## config.mk

```make
export PLATFORM = sky130hd
export DESIGN_NAME = mag_cmp_stream
export DESIGN_NICKNAME = d
export VERILOG_FILES = /design/src/rtl/mag_cmp_stream.sv
export SDC_FILE = /design/constraint.sdc
export NUM_CORES = 1
export LEC_CHECK = 0
export CAP_MARGIN = 20
export CORE_MARGIN = 3
export CORE_UTILIZATION = 40
export CTS_CLUSTER_SIZE = 20
export DETAILED_ROUTE_END_ITERATION = 10
export PLACE_DENSITY = 0.72
export SETUP_SLACK_MARGIN = 0.05
export SYNTH_ARGS = -nofsm -noshare
export SYNTH_HDL_FRONTEND = slang
export SYNTH_SLANG_ARGS = --single-unit
```

## constraint.sdc

```tcl
create_clock -name clk -period 1.96 [get_ports clk]
set_input_delay 0.196 -clock clk [delete_from_list [all_inputs] [get_ports clk]]
set_output_delay 0.196 -clock clk [all_outputs]
set_load 0.03 [all_outputs]
```

## src/rtl/mag_cmp_stream.sv

```systemverilog
// Streaming magnitude comparator. Two WIDTH*BEATS-bit operands arrive one beat
// at a time, MSB beat first. The result is eq/lt/gt (optionally signed) plus the
// index of the first differing beat. Valid/ready handshakes on both sides.
module mag_cmp_stream #(
    parameter int unsigned WIDTH = 8,
    parameter int unsigned BEATS = 4,
    localparam int unsigned BW = $clog2(BEATS)
) (
    input  logic             clk,
    input  logic             reset_n,
    input  logic             in_valid,
    output logic             in_ready,
    input  logic [WIDTH-1:0] in_a,
    input  logic [WIDTH-1:0] in_b,
    input  logic             in_signed,
    output logic             res_valid,
    input  logic             res_ready,
    output logic             res_eq,
    output logic             res_lt,
    output logic             res_gt,
    output logic [BW-1:0]    res_beat
);

    typedef enum logic [0:0] {StCollect, StResult} state_e;

    state_e        state_q, state_d;
    logic [BW-1:0] cnt_q, cnt_d;
    logic          dec_lt_q, dec_lt_d;
    logic          dec_gt_q, dec_gt_d;
    logic [BW-1:0] dec_beat_q, dec_beat_d;
    logic          res_eq_q, res_eq_d;
    logic          res_lt_q, res_lt_d;
    logic          res_gt_q, res_gt_d;
    logic [BW-1:0] res_beat_q, res_beat_d;

    logic beat_ne;
    logic beat_lt;
    logic last_beat;
    logic decided;

    // Per-beat compare; in_signed only matters on the MSB beat, where the sign lives.
    always_comb begin
        beat_ne   = (in_a != in_b);
        beat_lt   = (cnt_q == '0 && in_signed) ? ($signed(in_a) < $signed(in_b))
                                               : (in_a < in_b);
        last_beat = (cnt_q == BW'(BEATS - 1));
        decided   = dec_lt_q || dec_gt_q;
    end

    // Next-state: beat counting, first-difference capture, result registration.
    always_comb begin
        state_d    = state_q;
        cnt_d      = cnt_q;
        dec_lt_d   = dec_lt_q;
        dec_gt_d   = dec_gt_q;
        dec_beat_d = dec_beat_q;
        res_eq_d   = res_eq_q;
        res_lt_d   = res_lt_q;
        res_gt_d   = res_gt_q;
        res_beat_d = res_beat_q;
        unique case (state_q)
            StCollect: begin
                if (in_valid) begin
                    // Once decided, remaining beats are consumed without effect.
                    if (!decided && beat_ne) begin
                        dec_lt_d   = beat_lt;
                        dec_gt_d   = !beat_lt;
                        dec_beat_d = cnt_q;
                    end
                    if (last_beat) begin
                        res_lt_d   = dec_lt_d;
                        res_gt_d   = dec_gt_d;
                        res_eq_d   = !(dec_lt_d || dec_gt_d);
                        res_beat_d = dec_beat_d;
                        state_d    = StResult;
                        cnt_d      = '0;
                    end else begin
                        cnt_d = cnt_q + BW'(1);
                    end
                end
            end
            StResult: begin
                if (res_ready) begin
                    state_d    = StCollect;
                    dec_lt_d   = 1'b0;
                    dec_gt_d   = 1'b0;
                    dec_beat_d = '0;
                end
            end
            default: state_d = StCollect;
        endcase
    end

    // State and result registers; reset discards any partial frame.
    always_ff @(posedge clk or negedge reset_n) begin
        if (!reset_n) begin
            state_q    <= StCollect;
            cnt_q      <= '0;
            dec_lt_q   <= 1'b0;
            dec_gt_q   <= 1'b0;
            dec_beat_q <= '0;
            res_eq_q   <= 1'b0;
            res_lt_q   <= 1'b0;
            res_gt_q   <= 1'b0;
            res_beat_q <= '0;
        end else begin
            state_q    <= state_d;
            cnt_q      <= cnt_d;
            dec_lt_q   <= dec_lt_d;
            dec_gt_q   <= dec_gt_d;
            dec_beat_q <= dec_beat_d;
            res_eq_q   <= res_eq_d;
            res_lt_q   <= res_lt_d;
            res_gt_q   <= res_gt_d;
            res_beat_q <= res_beat_d;
        end
    end

    // All outputs come straight from registers.
    always_comb begin
        in_ready  = (state_q == StCollect);
        res_valid = (state_q == StResult);
        res_eq    = res_eq_q;
        res_lt    = res_lt_q;
        res_gt    = res_gt_q;
        res_beat  = res_beat_q;
    end

endmodule

```

### After elaboration in Yosys (flattened, before gate mapping)

Cells that the tools add are included.

| word-level totals | value |
|---|---|
| word-level logic and storage cells | 49 |
| register bits after elaboration | 12 |

| operators by class | value |
|---|---|
| reduce and logical (&&, ||, !) cells | 11 |
| $add $sub $neg | 1 |
| magnitude comparators | 2 |
| bitwise operators | 1 |
| mux-type cells | 21 |
| equal/unequal tests | 4 |

Operators by type and width:

| kind | count |
|---|---|
| < comparator 8 bit | 2 |
| 2-to-1 mux 1 bit | 13 |
| 2-to-1 mux 2 bit | 4 |
| != test 8 bit | 1 |
| case mux 1 bit (2 select lines) | 3 |
| != test 2 bit, second input constant | 2 |
| case mux 2 bit (2 select lines) | 1 |
| AND reduction 2 bit | 2 |
| logical NOT 1 bit | 3 |
| AND reduction 3 bit | 1 |
| adder 2 x 1 -> 2 bit, second input constant | 1 |
| equality test 2 bit, second input constant | 1 |
| logical AND 1 bit | 2 |
| logical NOT 2 bit | 1 |
| logical OR 1 bit | 2 |
| NOT 1 bit | 1 |

### Depth between registers and ports, before layout

Gate-level depths: netlist (run 1).

| depth | value |
|---|---|
| depth after elaboration | 9 |
| depth in mapped cells | 7 |

### Worst setup path before layout (run 1)

Ideal clock, no wire load.

| path | value |
|---|---|
| kind | register -> register |
| from | register state_q, in the netlist res_valid |
| to | register res_gt_q, in the netlist res_gt |
| stages on the path, launching flop included | 6 |
| required time | 1827 ps |
| arrival time | 1541 ps |
| clock period less this slack | 1675 ps |
| path slack | 285 ps |
| buffers on the path | 1 |
| cell sequence | dfrtp_1 inv_1 nand3_1 clkbuf_1 mux2i_1 o41ai_1 |

| on the way | value |
|---|---|
| cells in the longest elaborated chain, start to end | 2 |

Ends and longest elaborated chain:

| item | RTL line | source |
|---|---|---|
| from (decl) | 26 | `state_e state_q, state_d;` |
| from (signal assigned) | 97 | `state_q <= StCollect;` |
| from (signal assigned) | 107 | `state_q <= state_d;` |
| NOT 1 bit (no source line) | -- |  |
| net in_ready | 12 | `output logic in_ready,` |
| AND reduction 3 bit (no source line) | -- |  |
| to (signal assigned) | 114 | `res_gt_q <= res_gt_d;` |
| to (decl) | 33 | `logic res_gt_q, res_gt_d;` |

The timed path passes the listed nets, and every way through them passes these cells.
A chain may end at the register's enable or synchronous reset.

### Worst setup path after layout (run 1)

| path | value |
|---|---|
| from | input in_b[7] |
| to | register dec_beat_q[1] |

| on the way | value |
|---|---|
| cells in the longest elaborated chain, start to end | 5 |

Ends and longest elaborated chain:

| item | RTL line | source |
|---|---|---|
| from (decl) | 14 | `input logic [WIDTH-1:0] in_b,` |
| != test 8 bit | 43 | `beat_ne = (in_a != in_b);` |
| logical AND 1 bit | 65 | `if (!decided && beat_ne) begin` |
| 2-to-1 mux 2 bit | 65 |  |
| 2-to-1 mux 2 bit | 63 | `if (in_valid) begin` |
| case mux 2 bit (2 select lines) | 61 | `unique case (state_q)` |
| to (signal assigned) | 111 | `dec_beat_q <= dec_beat_d;` |
| to (decl) | 30 | `logic [BW-1:0] dec_beat_q, dec_beat_d;` |

Every way passes these cells. The select of a mux whose other input is x is not followed.

==> results of run 1 <==
-- flip-flops by register name, summed over array words and instances (netlist names) --
| signal | cells |
|---|---|
| res_eq | 1 |
| res_valid | 1 |
| dec_gt_q | 1 |
| res_beat | 2 |
| dec_lt_q | 1 |
| res_gt | 1 |
| cnt_q | 2 |
| res_lt | 1 |
| dec_beat_q | 2 |
-- power breakdown --
group | internal (uW) | total [uW] | leakage (uW) | switching, uW
Clock | 113 | 195 | 0.0000210 | 81.8
Combinational | 311 | 644 | 0.000382 | 333
Sequential | 352 | 446 | 0.000150 | 94.2
-- timing repair --
action | 4_1_cts | 5_1_grt
setup endpoints to repair | 0 | 2
resized for setup | 0 | 1
hold buffers | 0 | 0
-- kinds of logic (layout without fill, tap and decap cells) --
kind of cell | Yosys count | after routing
and+or+nand+nor | 24 | 24
AOI/OAI and AO/OA | 21 | 21
buffers and inverters | 13 | 46
DFF | 12 | 12
adders and majority gates | 10 | 10
muxes | 6 | 6
-- routing by layer --
layer | vias up | routed length, um
li1 | 371 | -
met1 | 325 | 809
met2 | 30 | 832
met3 | 4 | 143
met4 | 0 | 47
met5 | - | 0
-- per-stage QoR --
| stage | worst slack, ns | hold slack [ns] | power [uW] | area [um^2] | utilization (%) |
|---|---|---|---|---|---|
| 2_1_floorplan | 0.285 | -0.0996 | 832 | 796 | - |
| 3_3_place_gp | -0.0670 | 0.464 | 1070 | 1120 | 61.9 |
| 3_5_place_dp | -0.210 | 0.470 | 1090 | 1120 | 61.9 |
| 4_1_cts | 0.0994 | 0.280 | 1290 | 1150 | 64.0 |
| 5_1_grt | 0.0489 | 0.288 | 1390 | 1160 | 64.4 |
| 6_report | 0.189 | 0.275 | 1280 | 1160 | 64.4 |
-- worst max-delay path by stage --
| stage | start | to | slack, ns | cells after the start |
|---|---|---|---|---|
| 4_1_cts | in_b[7] | dec_gt_q | 0.1 | 8 |
| 5_1_grt | in_b[7] | dec_gt_q | 0.05 | 8 |
| 2_1_floorplan | res_valid | res_gt | 0.29 | 5 |
| 3_5_place_dp | in_b[7] | dec_gt_q | -0.21 | 8 |
| 3_3_place_gp | in_b[7] | dec_gt_q | -0.07 | 8 |
| 6_report | in_b[7] | dec_beat_q[1] | 0.19 | 8 |
-- Yosys cell counts, drive strengths merged --
cell | count | area (um^2)
clkbuf | 1 | 3.75
o21ai | 7 | 35.0
inv | 12 | 45.0
a21o | 2 | 15.0
mux2i | 4 | 40.0
o41ai | 2 | 17.5
a32o | 1 | 10.0
o2111a | 1 | 12.5
mux2 | 2 | 22.5
o31ai | 1 | 7.51
nor2 | 4 | 15.0
a31oi | 1 | 6.26
o2bb2ai | 1 | 8.76
ha | 10 | 125
a21oi | 3 | 15.0
nand2 | 12 | 47.6
o21bai | 1 | 11.3
nor3b | 1 | 7.51
nand3 | 1 | 5.00
nand4 | 1 | 6.26
nor3 | 2 | 10.0
dfrtp | 12 | 300
o31a | 1 | 8.76
and3 | 1 | 7.51
nor2b | 2 | 12.5
-- worst max-delay path, delay by kind of cell --
kind	cells	cell delay, ns
buf+inv	2	0.49
compound gates	2	0.45
fa+ha+maj	1	0.33
simple gates	2	0.28
mux	1	0.19
-- placed cells by master, fill, tap and decap left out, types with 2 or more instances in the layout --
cell and instances:
nor2_1 4, buf_4 3, clkdlybuf4s50_1 27, mux2i_1 4
nand2_1 11, dfrtp_1 12, inv_1 12, a21o_1 2
clkbuf_4 3, o21ai_0 7, mux2_2 2, ha_1 10
a21oi_1 3, nor2b_1 2, nor3_1 2
-- final cells by class --
cell class	count	area (um^2)
clock buffer	4	36.3
inverter	12	45.0
multi-input combinational	61	454
timing repair buffer	30	293
tap	25	31.3
sequential	12	300
fill	161	642
==> results.txt, run 1 <==
The floorplan step defined a die boundary enclosing 0.00256 mm^2. The sort of element at the start of the critical path is an input port. The number of distinct standard cells referenced by the synthesized netlist is 26.

The weighted congestion reported at the end of routability-driven placement came out at 0.864. The critical path goes through clkdlybuf4s50_1 -> inv_1 -> ha_1 -> nand4_1 -> o31a_1 -> nand2_2 -> mux2i_1 -> o2bb2ai_1. The post-route netlist has 11.8% of its cells at a drive strength greater than 1. Clock-pin slew was measured on the worst setup and hold paths at 0.07 ns. The violation count after the first detailed-routing iteration came out at 23.

The routing usage on met1 is 19.0%. The worst IR drop on VDD is about 0.0008 V. The total count of hold-check failures in the final report is 0.

The maximum fanout count along the critical path is 5. TritonCTS built the clock tree. The sequential cell area fraction in the yosys report is 37.7%. After Yosys synthesis, and, or, nand and nor cells account for 14.0% of the synthesized area. The routed layout has 730 vias.

The number of global-route vias before repair came out at ~720. The final critical path takes up 90.3% of the cycle. The floorplan row count is 15. The xor/xnor cell area share of the yosys netlist is 0%. Setup repair after global routing left no endpoint under its margin. After detailed routing, the total wire length is 1830 um. The total negative setup slack came out at 0 ns.

The routing usage on met3 came out at 4.15%. The maximum clock frequency came out at ~0.56 GHz. The number of nets produced by synthesis came out at ~120. The effective utilization at floorplan is about 44%.

The post-detailed-route count of antenna-violating nets came out at 0. In this run the post-CTS setup repair buffer count came out at 0. The compound-cell area share of the yosys netlist came out at a little under a fifth. The layout overhead on the synthesized area is 45.8%. The worst register-to-register path begins at cnt_q[0]. The initial antenna violation count is 0. During synthesis, Yosys emitted a total of 0 warnings. Global routing consumed, on the met2 layer, a little over a quarter of the routing resources. The flop-to-flop setup slack came out at around 0.34 ns. In this run the worst hold path is classified as input port to asynchronous set/reset pin. The dominant combinational cell family by area after synthesis is compound AO/OA/AOI/OAI gates. In the synthesized netlist, mux cells make up 7.86% of the area. The average vias per placed instance came out at 5.07. The final HPWL from detailed placement came out at 1470 um. The maximum number of pins on one net before global-route repair came out at 13. In this run the count of I/O pins placed on the die edge is 28.

The clock latency reported for the late side of the worst-skew pair came out at 0.27 ns. The worst register-to-register path has a depth of 5. For this design the static power due to leakage is 0.000553 uW. The worst setup path is captured at a flip-flop. The worst clock skew on the final layout came out at roughly 0.0023 ns.

By startpoint and endpoint, the worst setup path is classified as input port to flip-flop. The clock sink total came out at 12. The smallest clock period supported by the final layout is computed as 1.77 ns. The data arrival time of the critical path came out at 1.93 ns.

The iteration count of the initial detailed-routing pass is 4. The worst slew margin relative to its limit came out at 63.2%. 0 antenna diodes ended up in the layout. The total global routing track utilization came out at roughly 17%. The number of buffers added by the clock tree synthesis step is 3. The total global routing overflow is 0. The required time at the worst-slack endpoint is between 2 and 2.5 ns. The remaining routing DRC violations came out at 0. Of the total synthesized cell area, the portion taken by full adders, half adders and majority gates is about 16%.

In this run the most used layer during global routing was met2. The number of register bits inferred by synthesis is 12. The maximum clock insertion buffer count came out at 2. The core outline area is 0.00180 mm^2. On the worst path, the slowest cell contributes a delay of roughly 0.45 ns.

On the critical path, the stage with the largest delay is an instance of clkdlybuf4s50_1. The average cell area after synthesis is 9.25 um^2. In the final routed layout, each cell accounts on average for 12.7 um. The critical register-to-register path endpoint is dec_gt_q. The width of the chip came out at 50.6 um. The setup violation total in the final timing report is 0. After the last flow step, the layout net total stands at around 150. The count of placed standard cells in the final layout, fillers left out is 144. The count of buffers from port buffering is 27. The synthesized area is 796 um^2. The die extent in y came out at ~50 um. The number of pins exceeding their max-slew limit in the final report is 0. The first global-routing pass estimated 3120 um of wire.

Synthesis handed over a netlist of 86 instances. At the pin with the least slew margin, the transition time is 0.550 ns. The maximum level of the CTS H-tree came out at 1.

The number of placed instances, taps included, is 140. The power density over the cells is between 1000 and 1500 mW/mm^2. The flow ran to the end, and the final reports show no timing, DRC or antenna violations.

The max capacitance violation total is 0. In this run the clock root is driven by a clkbuf_4.
Power figures use the tool's default switching activity.
==> run 2, diff against run 1 <==
- CAP_MARGIN: 20 -> default
- PLACE_DENSITY: 0.72 -> 0.82
- SLEW_MARGIN: default -> 20
==> run 2 against run 1 <==
- non-clock buffer count increased by 1
- highest routed layer unchanged
- design area shrank 0.54%
- total power fell by 3.3%
- clock skew is 0.0038 ns higher
==> results.txt, run 2 (synthesis results as in run 1) <==
Setup repair after global routing left no endpoint under its margin. The global-route wire length before repair came out at 3150 um (+1.1%). The effective utilization at floorplan came out at 44.2% (unchanged). The average vias per placed instance came out at 5.13 (+1.1%). The power density over the cells is 1080 mW/mm^2 (-2.8%). The clock latency reported for the late side of the worst-skew pair came out at 0.27 ns (about the same).

The setup violation total in the final timing report is 0 (unchanged). The layout overhead on the synthesized area came out at 45.0%. The part of the cycle the worst path needs is 92.0% (+1.7 points). The total design power is 1240 uW (-3.3%). The maximum level of the CTS H-tree is 1 (unchanged). The TritonCTS clock tree is yes. The slew of the pin with the lowest slew margin came out at 0.521 ns (-0.0290 ns).

The floorplan row count is 15 (unchanged). The sum of met3 wire segment lengths after detailed routing came out at 137 um (-4.2%). The multi-input gate area in the final layout came out at 454 um^2 (unchanged). The worst setup path is of the input port to flip-flop kind. The worst clock skew on the final layout came out at 0.00606 ns (+0.00376 ns). The worst slew margin relative to its limit is 65.2% (+1.9 points). The number of buffers added by the clock tree synthesis step came to 3 (unchanged). The post-placement cell area came out at 0.00112 mm^2 (+0.67%). The kind of capture point of the worst setup path is a flip-flop. The data arrival time of the critical path is 1.96 ns (+0.03 ns). The remaining routing DRC violations came out at 0 (unchanged). The iteration count of the initial detailed-routing pass came out at 4 (unchanged). The count of buffers from port buffering is 27 (unchanged). The worst hold slack came out at 0.261 ns (-0.0141 ns). The maximum clock frequency came out at 0.555 GHz (-1.8%).

The clock sink total is 12 (unchanged). The largest incremental delay on the critical path is 0.45 ns (about the same). The total global routing track utilization came out at 16.1% (-0.43 points). Leaving out fill and tap cells, the most frequent cell in the layout is clkdlybuf4s50_1. The routed wire length came out at 1850 um (+0.82%). The die area is 0.00256 mm^2 (unchanged). The final net count came out at 152 (+0.66%). The post-detailed-route count of antenna-violating nets came to 0 (unchanged). The number of diodes is 0 (unchanged).

The flow ran to the end, and the final reports show no timing, DRC or antenna violations. The total non-filler cell area in the finished layout came out at 0.00115 mm^2 (-0.54%). The initial antenna violation count was 0 (unchanged). The fraction of final layout cells with drive strength greater than 1 is 11.8% (unchanged).

The via total after detailed routing is 738 (+1.1%). The routed length per placed instance came out at 12.8 um (+0.82%). The number of pins exceeding their max-slew limit in the final report is 0 (unchanged). The post-CTS setup-driven buffer insertion count is 0 (unchanged). The width of the chip is 50.6 um (unchanged). The worst IR drop on VDD is 0.000806 V (+0.29%). The leakage power of the design came out at 0.000550 uW (-0.39%). After detailed routing, no signal wire sits above met4. The total global routing overflow came out at 0 (unchanged). The maximum fanout count along the critical path came out at 5 (unchanged). The number of global-route vias before repair came out at 755 (+5.0%). The maximum number of pins on one net before global-route repair came out at 13 (unchanged). The cell sitting at the root of the clock tree is a clkbuf_4. The area occupied by registers is 300 um^2 (unchanged). In the layout the commonest cells are clkdlybuf4s50_1, inv_1, dfrtp_1, nand2_1, ha_1. The die extent in y came out at 50.6 um (unchanged). The flop-to-flop setup slack came out at 0.30 ns (-0.04 ns). The met2 wirelength from detailed routing came to 895 um (+7.6%). In this run the worst hold path is classified as input port to asynchronous set/reset pin.

The violation count after the first detailed-routing iteration is 8 (-65%). On the critical path, the stage with the largest delay is an instance of clkdlybuf4s50_1. The maximum clock insertion buffer count is 2 (unchanged). The filler cell count is 164 (+1.9%). The final HPWL from detailed placement was 1520 um (+3.9%). The total negative setup slack is 0 ns (unchanged). The weighted congestion reported at the end of routability-driven placement came out at 0.840 (-2.8%). The number of buffers added to fix hold violations after cts was 0 (unchanged). The clock edge transition at the registers on the reported setup and hold paths came to 0.07 ns (about the same). The worst setup path is launched from an input port. The number of I/O pins came out at 28 (unchanged).

The minimum clock period after layout came to 1.80 ns (+0.0328 ns). The required time at the worst-slack endpoint is 2.12 ns (about the same). The signal on the critical path passes through clkdlybuf4s50_1 -> inv_1 -> ha_1 -> nand2_1 -> o21bai_2 -> a31oi_1 -> o2111a_2 -> o41ai_1. The max capacitance violation total is 0 (unchanged). The total count of hold-check failures in the final report came out at 0 (unchanged). The core outline area came out at 0.00180 mm^2 (unchanged). The met1 wire length came out at 780 um (-3.6%).
-- run 2: power breakdown --
group | internal [uW] | total, uW | switching, uW
logic | 313 | 649 | 336
registers | 352 | 443 | 91.2
clock network | 71.2 | 151 | 79.6
-- run 2: stage by stage --
stage | instances | setup WS (ns) | util, %
CTS | 144 | 0.0714 | 63.6
global placement | 141 | -0.0747 | 62.4
global route | 144 | 0.0757 | 64.0
floorplan | 86 | 0.285 | -
finish | 144 | 0.157 | 64.0
detailed placement | 141 | -0.205 | 62.4
-- run 2: final timing paths --
kind | start | endpoint | depth (start not counted)
hold reg to reg | res_eq | res_eq | 2
hold / removal | reset_n | cnt_q[1] | 1
max in group asynchronous | reset_n | dec_lt_q | 1
min in group clk | res_eq | res_eq | 2
setup / recovery | in_b[7] | res_gt | 8
setup reg to reg | cnt_q[0] | res_gt | 5
-- run 2: cell type report --
type | instances | area share (%)
multi-input cells | 61 | 39.4
flip-flops and latches | 12 | 26.0
repair buffers | 31 | 26.0
inverters | 12 | 3.90
well taps | 25 | 2.71
clock buffers | 3 | 1.95
-- run 2: timing repair --
action | CTS | global route
resized for setup | 0 | 1
endpoints found under the setup margin | 0 | 2
endpoints found under the hold margin | 0 | 0
-- run 2: per-layer routing --
metal	up-vias	global-route usage, %
met1	338	18.7
met5	-	0
met4	0	8.07
met2	25	28.3
li1	371	-
met3	4	2.67
-- run 2: critical path, delay by kind of cell --
kind,cells,cell delay (ns)
and+or+nand+nor,1,0.08
adders and majority gates,1,0.34
buffers and inverters,2,0.49
AOI/OAI and AO/OA,4,0.85
==> run 3, diff against run 2 <==
- CORE_UTILIZATION: 40 -> 43
- PLACE_DENSITY: 0.82 -> 0.87
==> run 3 against run 2 <==
- via count increased by 3.0%
- core utilization grew 6.7 points
- non-clock buffer count up 1
- critical path depth unchanged
- fmax increased by 1.5%
- sequential power grew 1%
- clock-buffer cell count unchanged
- clock power about the same
==> results.txt, run 3 (synthesis results as in run 1) <==
The number of gates resized after CTS is 0 (unchanged). The number of diodes came out at 0 (unchanged). The critical path goes through clkdlybuf4s50_1 -> inv_1 -> ha_1 -> nand4_1 -> o31a_1 -> nand2_2 -> mux2i_1 -> o2bb2ai_1.

The filler cell count is 134 (-18%). The post-detailed-route count of antenna-violating nets came out at 0 (unchanged). The maximum clock insertion buffer count is 2 (unchanged). The global-route wire length before repair is 3660 um (+16%). The maximum clock frequency came out at 0.563 GHz (+1.5%). The width of the chip came out at 49.0 um (-3.1%). The part of the cycle the worst path needs came out at 90.7% (-1.3 points).

The maximum fanout count along the critical path was 5 (unchanged). The data arrival time of the critical path came out at 1.93 ns (-0.03 ns). The core outline area is 0.00163 mm^2 (-9.6%). The routed length per placed instance came out at 14.2 um (+11%). The required time at the worst-slack endpoint is 2.12 ns (about the same). The library cell used most frequently in the layout, excluding fill and tap cells, is clkdlybuf4s50_1. The violation count after the first detailed-routing iteration came out at 21 (+13).

The leakage power of the design was 0.000552 uW (+0.30%). The largest incremental delay on the critical path is 0.45 ns (about the same). The number of pins exceeding their max-slew limit in the final report came out at 0 (unchanged). The fraction of final layout cells with drive strength greater than 1 is 11.7% (-0.098 points). The layout overhead on the synthesized area came out at 44.8%. The routed wire length is 2040 um (+11%). The die area is 0.00240 mm^2 (-6.1%). The standard cell with the maximum stage delay on the critical path is clkdlybuf4s50_1. The flow ran to the end, and the final reports show no timing, DRC or antenna violations. The slew of the pin with the lowest slew margin came to 0.553 ns (+0.0316 ns). The setup violation total in the final timing report is 0 (unchanged). The average vias per placed instance came to 5.28 (+3.0%). The worst path setup slack after routing is 0.182 ns (+0.0258 ns).

The total global routing track utilization came out at 19.2% (+3.1 points). The number of I/O pins was 28 (unchanged). The minimum setup slack after placement came out at -0.108 ns (+0.0972 ns). The remaining routing DRC violations came to 0 (unchanged). The TritonCTS clock tree is yes.

The worst IR drop on VDD is 0.000799 V (-0.86%). In the layout the commonest cells are clkdlybuf4s50_1, inv_1, dfrtp_1, nand2_1, ha_1. The final HPWL from detailed placement came to 1660 um (+9.4%). The worst setup path is captured at a flip-flop. The minimum clock period after layout is 1.78 ns (-0.0258 ns). The worst min-delay path category is input port to asynchronous set/reset pin. The final net count is 153 (+0.66%). The clock latency reported for the late side of the worst-skew pair came to 0.27 ns (about the same). The maximum level of the CTS H-tree came out at 1 (unchanged). The iteration count of the initial detailed-routing pass was 4 (unchanged). The maximum number of pins on one net before global-route repair was 13 (unchanged). The clock edge transition at the registers on the reported setup and hold paths was 0.07 ns (about the same). The total count of hold-check failures in the final report came out at 0 (unchanged). The clock sink total came out at 12 (unchanged). The via total after detailed routing was 760 (+3.0%). The worst hold slack is 0.279 ns (+0.0186 ns).

The root buffer selected by CTS is clkbuf_4. The max capacitance violation total came to 0 (unchanged). The critical path in this run is classified as input port to flip-flop.

The sort of element at the start of the critical path is an input port. The weighted congestion reported at the end of routability-driven placement is 0.832 (-0.92%). The worst clock skew on the final layout came out at 0.00407 ns (-0.00199 ns). The floorplan row count is 14 (-1). The number of buffers added by the clock tree synthesis step was 3 (unchanged). The count of buffers from port buffering is 27 (unchanged).

The power density over the cells is 1090 mW/mm^2 (+1.4%). The number of global-route vias before repair is 840 (+11%). The initial antenna violation count is 0 (unchanged). The die extent in y is 49.0 um (-3.1%).

Setup repair after global routing could not meet its margin everywhere. The worst slew margin relative to its limit is 63.0% (-2.1 points). The effective utilization at floorplan came out at 48.8% (+4.7 points). The total global routing overflow came out at 0 (unchanged).
## run 3: per-stage QoR
step / instance area [um^2] / util, % / setup TNS [ns] / instances / total power, uW
after detailed placement: 1130 / 69.4 / -0.318 / 141 / 1110
final: 1150 / 70.7 / 0 / 144 / 1260
after global routing: 1150 / 70.7 / 0 / 144 / 1350
after CTS: 1150 / 70.7 / 0 / 144 / 1260
after global placement: 1130 / 69.4 / -0.0581 / 141 / 1060
after floorplan: 796 / - / 0 / 86 / 832
## run 3: layout make-up
type	count	area [um^2]	area share (%)
Clock buffer	3	22.5	1.95
Multi-Input combinational cell	61	447	38.8
Timing Repair Buffer	32	308	26.7
Tap cell	24	30.0	2.61
Inverter	12	45.0	3.91
Sequential cell	12	300	26.1
## run 3: report_power, final
part	internal (uW)	total [uW]	switching, uW
combinational	313	659	346
sequential	352	449	96.9
clock	71.1	151	79.4
total	736	1260	522
## run 3: final timing paths
kind,from,endpoint,slack [ns],depth (start not counted)
max,in_b[7],dec_beat_q[1],0.18,8
min,reset_n,cnt_q[0],0.28,1
max reg2reg,cnt_q[0],dec_gt_q,0.33,5
min reg2reg,res_eq,res_eq,0.49,2
max in group asynchronous,reset_n,res_eq,1.32,1
min in group clk,res_eq,res_eq,0.49,2
## run 3: layer usage
metal	part of all wire (%)	GRT usage, %	vias up
met5	0	0	-
met4	1.2	5.69	0
met3	5.0	4.28	4
met2	50	35.7	27
met1	43	21.4	359
li1	-	-	370
## run 3: timing repair
action	CTS	global route
setup buffers	0	0
hold buffers	0	0
endpoints found under the setup margin	0	3
## run 3: critical path, delay by kind of cell
| kind | cells | cell delay (ns) |
|---|---|---|
| multiplexers | 1 | 0.20 |
| adder cells (fa/ha/maj) | 1 | 0.30 |
| AND/OR/NAND/NOR | 2 | 0.28 |
| AO/OA/AOI/OAI | 2 | 0.46 |
| buffers and inverters | 2 | 0.49 |
